--- config.mk ---
export PLATFORM = sky130hd
export DESIGN_NAME = mem_port_arbiter_flat
export DESIGN_NICKNAME = d
export VERILOG_FILES = /design/src/rtl/arb_pkg.sv /design/src/rtl/mem_port_arbiter_if.sv /design/src/rtl/arb_starve_counter.sv /design/src/rtl/mem_port_arbiter.sv /design/src/flat_wrapper.sv
export SDC_FILE = /design/constraint.sdc
export NUM_CORES = 1
export LEC_CHECK = 0
export BUFFER_PORTS_ARGS = -buffer_cell sky130_fd_sc_hd__clkbuf_2
export CAP_MARGIN = 30
export CORE_AREA = 2 2 102 104
export CTS_BUF_LIST = sky130_fd_sc_hd__clkbuf_4 sky130_fd_sc_hd__clkbuf_8
export DETAILED_ROUTE_END_ITERATION = 8
export DIE_AREA = 0 0 104 106
export GPL_TIMING_DRIVEN = 0
export PLACE_DENSITY = 0.5
export SLEW_MARGIN = 15
export SYNTH_ARGS = -nofsm -noshare
export SYNTH_HDL_FRONTEND = slang
export SYNTH_SLANG_ARGS = --single-unit
export TNS_END_PERCENT = 1
--- constraint.sdc ---
create_clock -name clk -period 2.8 [get_ports clk]
set_input_delay 0.42 -clock clk [delete_from_list [all_inputs] [get_ports clk]]
set_output_delay 0.42 -clock clk [all_outputs]
set_load 0.1 [all_outputs]
--- src/rtl/arb_pkg.sv ---
// Shared types for the CPU/VGA data-memory port arbiter.
// Owner tags steer read data; priority states select the favoured requester.
package arb_pkg;

  localparam int MAX_WAIT_W = 4;

  typedef enum logic [1:0] {
    OWN_NONE = 2'd0,
    OWN_CPU  = 2'd1,
    OWN_VGA  = 2'd2
  } owner_e;

  typedef enum logic {
    PRIO_CPU = 1'b0,
    PRIO_VGA = 1'b1
  } arb_state_e;

endpackage

--- src/rtl/mem_port_arbiter_if.sv ---
// CPU, VGA and memory-side signals of the shared data-memory port.
// slave = arbiter side; master = requesters plus memory.
interface mem_port_arbiter_if #(
  parameter int AW = 32,
  parameter int DW = 32
) ();

  logic          cpu_req;
  logic          cpu_we;
  logic [AW-1:0] cpu_addr;
  logic [DW-1:0] cpu_wdata;
  logic          cpu_gnt;
  logic          cpu_rvalid;
  logic [DW-1:0] cpu_rdata;

  logic          vga_req;
  logic [AW-1:0] vga_addr;
  logic          vga_gnt;
  logic          vga_rvalid;
  logic [DW-1:0] vga_rdata;

  logic          mem_we;
  logic [AW-1:0] mem_a;
  logic [DW-1:0] mem_wd;
  logic [DW-1:0] mem_rd;

  modport slave (
    input  cpu_req, cpu_we, cpu_addr, cpu_wdata, vga_req, vga_addr, mem_rd,
    output cpu_gnt, cpu_rvalid, cpu_rdata, vga_gnt, vga_rvalid, vga_rdata,
    output mem_we, mem_a, mem_wd
  );

  modport master (
    output cpu_req, cpu_we, cpu_addr, cpu_wdata, vga_req, vga_addr, mem_rd,
    input  cpu_gnt, cpu_rvalid, cpu_rdata, vga_gnt, vga_rvalid, vga_rdata,
    input  mem_we, mem_a, mem_wd
  );

endinterface

--- src/rtl/arb_starve_counter.sv ---
// Counts consecutive denied VGA request cycles; hit flags the edge where the count reaches MAX_WAIT.
// hit is combinational from the current request/grant; no backpressure of its own.
module arb_starve_counter
  import arb_pkg::*;
#(
  parameter int MAX_WAIT = 4
) (
  input  logic clk,
  input  logic rstin,
  input  logic vga_req,
  input  logic vga_gnt,
  output logic hit
);

  localparam logic [MAX_WAIT_W-1:0] LAST = MAX_WAIT_W'(MAX_WAIT - 1);

  logic [MAX_WAIT_W-1:0] cnt;
  logic                  waiting;

  assign waiting = vga_req & ~vga_gnt;

  // Saturate rather than wrap so a stuck denial never re-arms the threshold.
  always_ff @(posedge clk or negedge rstin) begin
    if (!rstin) begin
      cnt <= '0;
    end else if (!waiting) begin
      cnt <= '0;
    end else if (cnt != '1) begin
      cnt <= cnt + 1'b1;
    end
  end

  assign hit = waiting & (cnt == LAST);

endmodule

--- src/rtl/mem_port_arbiter.sv ---
// Two-requester data-memory arbiter: CPU priority, VGA forced after MAX_WAIT denials; grants same cycle, read data 1 cycle later.
// Requesters hold req until granted; ARB_PERF_CNT_EN adds saturating stall counters.
module mem_port_arbiter
  import arb_pkg::*;
#(
  parameter int AW       = 32,
  parameter int DW       = 32,
  parameter int MAX_WAIT = 4
) (
  input  logic                clk,
  input  logic                rstin,
  mem_port_arbiter_if.slave   bus
`ifdef ARB_PERF_CNT_EN
  ,
  output logic [15:0]         cpu_stall_cnt,
  output logic [15:0]         vga_stall_cnt
`endif
);

  arb_state_e    state, state_nxt;
  owner_e        tag, tag_nxt;
  logic          cpu_gnt_c, vga_gnt_c;
  logic          starve_hit;
  logic [AW-1:0] mem_a_c;
  logic [DW-1:0] mem_wd_c;

  arb_starve_counter #(.MAX_WAIT(MAX_WAIT)) u_starve (
    .clk     (clk),
    .rstin   (rstin),
    .vga_req (bus.vga_req),
    .vga_gnt (vga_gnt_c),
    .hit     (starve_hit)
  );

  always_ff @(posedge clk or negedge rstin) begin
    if (!rstin) begin
      state <= PRIO_CPU;
      tag   <= OWN_NONE;
    end else begin
      state <= state_nxt;
      tag   <= tag_nxt;
    end
  end

  // Grants are qualified by rstin so every output is quiet while reset is held.
  always_comb begin
    cpu_gnt_c = 1'b0;
    vga_gnt_c = 1'b0;
    state_nxt = state;
    if (rstin) begin
      case (state)
        PRIO_CPU: begin
          cpu_gnt_c = bus.cpu_req;
          vga_gnt_c = bus.vga_req & ~bus.cpu_req;
          if (starve_hit) state_nxt = PRIO_VGA;
        end
        PRIO_VGA: begin
          vga_gnt_c = bus.vga_req;
          cpu_gnt_c = bus.cpu_req & ~bus.vga_req;
          if (vga_gnt_c || !bus.vga_req) state_nxt = PRIO_CPU;
        end
        default: state_nxt = PRIO_CPU;
      endcase
    end
  end

  always_comb begin
    tag_nxt  = OWN_NONE;
    mem_a_c  = '0;
    mem_wd_c = '0;
    if (cpu_gnt_c) begin
      mem_a_c  = bus.cpu_addr;
      mem_wd_c = bus.cpu_wdata;
      if (!bus.cpu_we) tag_nxt = OWN_CPU;
    end else if (vga_gnt_c) begin
      mem_a_c = bus.vga_addr;
      tag_nxt = OWN_VGA;
    end
  end

  assign bus.cpu_gnt    = cpu_gnt_c;
  assign bus.vga_gnt    = vga_gnt_c;
  assign bus.mem_we     = cpu_gnt_c & bus.cpu_we;
  assign bus.mem_a      = mem_a_c;
  assign bus.mem_wd     = mem_wd_c;
  assign bus.cpu_rvalid = (tag == OWN_CPU);
  assign bus.vga_rvalid = (tag == OWN_VGA);
  assign bus.cpu_rdata  = (tag == OWN_CPU) ? bus.mem_rd : '0;
  assign bus.vga_rdata  = (tag == OWN_VGA) ? bus.mem_rd : '0;

`ifdef ARB_PERF_CNT_EN
  always_ff @(posedge clk or negedge rstin) begin
    if (!rstin) begin
      cpu_stall_cnt <= '0;
      vga_stall_cnt <= '0;
    end else begin
      if (bus.cpu_req && !cpu_gnt_c && cpu_stall_cnt != 16'hFFFF)
        cpu_stall_cnt <= cpu_stall_cnt + 16'd1;
      if (bus.vga_req && !vga_gnt_c && vga_stall_cnt != 16'hFFFF)
        vga_stall_cnt <= vga_stall_cnt + 16'd1;
    end
  end
`endif

endmodule
--- src/flat_wrapper.sv ---
// flat-port wrapper written by rule: the top's interface ports become plain ports
module mem_port_arbiter_flat import arb_pkg::*;
#(
  parameter int AW       = 32,
  parameter int DW       = 32,
  parameter int MAX_WAIT = 4
)
  (clk, rstin, bus_cpu_req, bus_cpu_we, bus_cpu_addr, bus_cpu_wdata, bus_vga_req, bus_vga_addr, bus_mem_rd, bus_cpu_gnt, bus_cpu_rvalid, bus_cpu_rdata, bus_vga_gnt, bus_vga_rvalid, bus_vga_rdata, bus_mem_we, bus_mem_a, bus_mem_wd);
  mem_port_arbiter_if #(.AW(AW), .DW(DW)) bus_i ();
  input  logic clk;
  input  logic rstin;
  input wire logic [$bits(bus_i.cpu_req)-1:0] bus_cpu_req;
  input wire logic [$bits(bus_i.cpu_we)-1:0] bus_cpu_we;
  input wire logic [$bits(bus_i.cpu_addr)-1:0] bus_cpu_addr;
  input wire logic [$bits(bus_i.cpu_wdata)-1:0] bus_cpu_wdata;
  input wire logic [$bits(bus_i.vga_req)-1:0] bus_vga_req;
  input wire logic [$bits(bus_i.vga_addr)-1:0] bus_vga_addr;
  input wire logic [$bits(bus_i.mem_rd)-1:0] bus_mem_rd;
  output wire logic [$bits(bus_i.cpu_gnt)-1:0] bus_cpu_gnt;
  output wire logic [$bits(bus_i.cpu_rvalid)-1:0] bus_cpu_rvalid;
  output wire logic [$bits(bus_i.cpu_rdata)-1:0] bus_cpu_rdata;
  output wire logic [$bits(bus_i.vga_gnt)-1:0] bus_vga_gnt;
  output wire logic [$bits(bus_i.vga_rvalid)-1:0] bus_vga_rvalid;
  output wire logic [$bits(bus_i.vga_rdata)-1:0] bus_vga_rdata;
  output wire logic [$bits(bus_i.mem_we)-1:0] bus_mem_we;
  output wire logic [$bits(bus_i.mem_a)-1:0] bus_mem_a;
  output wire logic [$bits(bus_i.mem_wd)-1:0] bus_mem_wd;
  assign bus_i.cpu_req = bus_cpu_req;
  assign bus_i.cpu_we = bus_cpu_we;
  assign bus_i.cpu_addr = bus_cpu_addr;
  assign bus_i.cpu_wdata = bus_cpu_wdata;
  assign bus_i.vga_req = bus_vga_req;
  assign bus_i.vga_addr = bus_vga_addr;
  assign bus_i.mem_rd = bus_mem_rd;
  assign bus_cpu_gnt = bus_i.cpu_gnt;
  assign bus_cpu_rvalid = bus_i.cpu_rvalid;
  assign bus_cpu_rdata = bus_i.cpu_rdata;
  assign bus_vga_gnt = bus_i.vga_gnt;
  assign bus_vga_rvalid = bus_i.vga_rvalid;
  assign bus_vga_rdata = bus_i.vga_rdata;
  assign bus_mem_we = bus_i.mem_we;
  assign bus_mem_a = bus_i.mem_a;
  assign bus_mem_wd = bus_i.mem_wd;
  mem_port_arbiter #(.AW(AW), .DW(DW), .MAX_WAIT(MAX_WAIT)) u_core (.clk(clk), .rstin(rstin), .bus(bus_i));
endmodule
==> out/results.ini <==
[run_status]
status = finished clean

[clocking]
cts_hold_buffers = 0
cts_buffer_depth = 2
post_cts_resized = 0
clkTransAtPathRegs_ns = 0.04
cts_tree = yes
cts_made_buffers = 3
cts_root_buffer = clkbuf_8
clk_latency_ns = 0.23
post-cts-setup-buffer-count = 0
clock-sinks = 7
htreeDepth = 1

[floorplanning]
die_x_microns = 104
die-area_sq_mm = 0.01102
dieHeight_microns = 106
start_util_pct = 13.49
core-area_sq_mm = 0.01000
rows = 37
ios = 266

[global_route]
grt_first_pass_wirelength_mm = 10.38
grt_pass1_vias = 2119
grtUsageTotal_pct = 11.56
grt_max_degree = 14
grt.overflow.total = 0
antenna_found_initial = 0

[setup_path]
cp-endpoint = bus_mem_a[27]
cp_common_cell = clkbuf_2
r2r_slack_ns = 1.57
path_depth = 7
critPathLaunch = rstin
cp_top_family = buffers and inverters
timing.critical_path.buf_inv = 4
slowest_delay_ns = 0.47
end_kind = primary output
ff2ff_path_depth = 4
cp_cell_sequence = clkbuf_2 > nand2_1 > a21oi_2 > buf_4 > buf_6 > a22o_1 > clkbuf_2
crit_type = in -> out
r2r_end = u_core.tag[0]
crit_arrival_ns = 2.02
crit_slowest_cell = clkbuf_2
rr_startpoint = u_core.state
worstPathRequired_ns = 2.38
startpoint_type = primary input
cp_max_fo = 13

[placement]
place.gp.congestion = 0.7656
io_buffers = 265
place_ws_ns = 0.3067
hpwl_mm = 6.385

[yosys]
synth_cell_types = 25
yosys_warnings = 0
syn_avg_cell_area_sq_um = 7.577
ys_ff_latch = 7
synth_nets = 312
synth.cell_area_sq_mm = 0.001349
synthCells = 178
ys_seq_area_share_pct = 12.99

[route]
ant_nets = 0
routedWlPerCell_microns = 12.11
vias = 2270
drt_pre_antenna_iters = 4
via_per_inst = 3.894
drt_iter0_drc = 96
routed_wl_mm = 7.058
drc = 0

[sta]
setup_violations = 0
tightest_slew_ns = 0.5743
finalCritPeriodShare_pct = 87.19
rsz0062_at_grt = no
drv_slew = 0
fin_skew_ns = 0.002545
fmax_mhz = 409.6
layout_setup_ws_ns = 0.3588
hold_violations = 0
fin_crit_ns = 2.441
slew_headroom_pct = 61.88

[power_and_ir_drop]
p_leak_nw = 1.808
power_density_mw_per_mm2 = 383.2
max-vdd-ir-drop_mv = 0.1431

[cells_and_area]
syn2layout_area_growth_pct = 114.7
nets = 582
drive_above_1_share_pct = 63.53
diodes = 0
utilization_pct = 28.95

[run]
drv_cap = 0

[min_path]
hold_path.class = in -> async

[cell usage after synthesis, drive strengths merged]
master  instances  area [sq um]
o22ai           1         6.260
nand2           1         3.750
clkbuf          6         22.52
buf            11         93.83
a21bo           1         10.01
a31oi           1         6.260
and2           97         606.8
a211oi          1         7.510
nand3b          1         7.510
mux2i           1         10.01
inv             1         3.750
nor3b           1         7.510
dfrtp           7         175.2
nand2b          1         13.76
nor2            3         11.26
nand3           2         10.01
and3            2         12.51
a22o           32         280.3
nor2b           4         25.02
xnor2           1         8.760
a21oi           1         8.760
ha              1         12.51
nor3            1         5.000
[state kept, by name, indices dropped and copies added, names as in the netlist]
signal               cells
u_core.state             1
u_core.tag               2
u_core.u_starve.cnt      4
[layout by cell type (no fill, tap or decap), types with 3 or more instances in the layout]
| master | count |
|---|---|
| nor2b_1 | 4 |
| clkbuf_2 | 266 |
| clkbuf_1 | 5 |
| and2_1 | 97 |
| clkbuf_8 | 3 |
| dfrtp_1 | 7 |
| a22o_1 | 32 |
| buf_6 | 5 |
| buf_4 | 3 |
| buf_2 | 3 |
| nor2_1 | 3 |
[worst min-delay path by stage]
stage | start | to | slack (ns) | cells past startpoint
after global routing | rstin | u_core.state | 0.07 | 1
after detailed placement | rstin | u_core.u_starve.cnt[1] | 0.31 | 1
after CTS | rstin | u_core.u_starve.cnt[2] | 0.06 | 1
after floorplan | rstin | u_core.state | 0.12 | 0
after global placement | rstin | u_core.u_starve.cnt[0] | 0.30 | 1
final | rstin | u_core.state | 0.06 | 1
[metal layers]
metal	wire length (microns)	up-vias	GRT usage [%]
met3	603	6	2.452
met2	3505	140	20.72
met4	84	0	3.282
met1	2864	984	13.91
li1	-	1140	-
met5	0	-	0
[worst register-to-register path: stages (launching register included)]
cell	delay (ns)
dfrtp_1	0.40
a21oi_2	0.23
buf_4	0.22
buf_6	0.15
nor2b_1	0.15
[stage by stage]
stage / total power, W / instance area (sq um) / TNS, ns / hold WS [ns] / instances
floorplan: 0.0007690 / 1350 / -0.5532 / 0.1244 / 178
global placement: 0.0009578 / 2846 / 0 / 0.3000 / 579
detailed placement: 0.0009612 / 2846 / 0 / 0.3056 / 579
CTS: 0.001120 / 2895 / 0 / 0.06098 / 583
global route: 0.001153 / 2895 / 0 / 0.07490 / 583
finish: 0.001110 / 2895 / 0 / 0.06181 / 583
[area by class of cell]
| cell class | count | area, sq um |
|---|---|---|
| clock buffers | 4 | 48.80 |
| flip-flops and latches | 7 | 175.2 |
| plain buffers | 17 | 117.6 |
| fillers | 1121 | 7104 |
| repair buffers | 265 | 1326 |
| well taps | 136 | 170.2 |
| multi-input cells | 153 | 1054 |
| inverters | 1 | 3.754 |
[cell families (layout without fill, tap and decap cells)]
family                     Yosys count  in the layout  synth area share (%)
and+or+nand+nor                    113            113                 52.13
AOI/OAI and AO/OA                   37             37                 23.66
buffers and inverters               18            287                 8.904
DFF                                  7              7                 12.99
adders and majority gates            1              1                0.9275
xor gates and xnor gates             1              1                0.6495
muxes                                1              1                0.7421
[power by group]
part           switching, W  internal, W
combinational      0.000675     0.000173
clock             0.0000446     0.000108
sequential       0.00000376     0.000106
total              0.000723     0.000386
No activity file was read; power rests on OpenSTA's default activity.
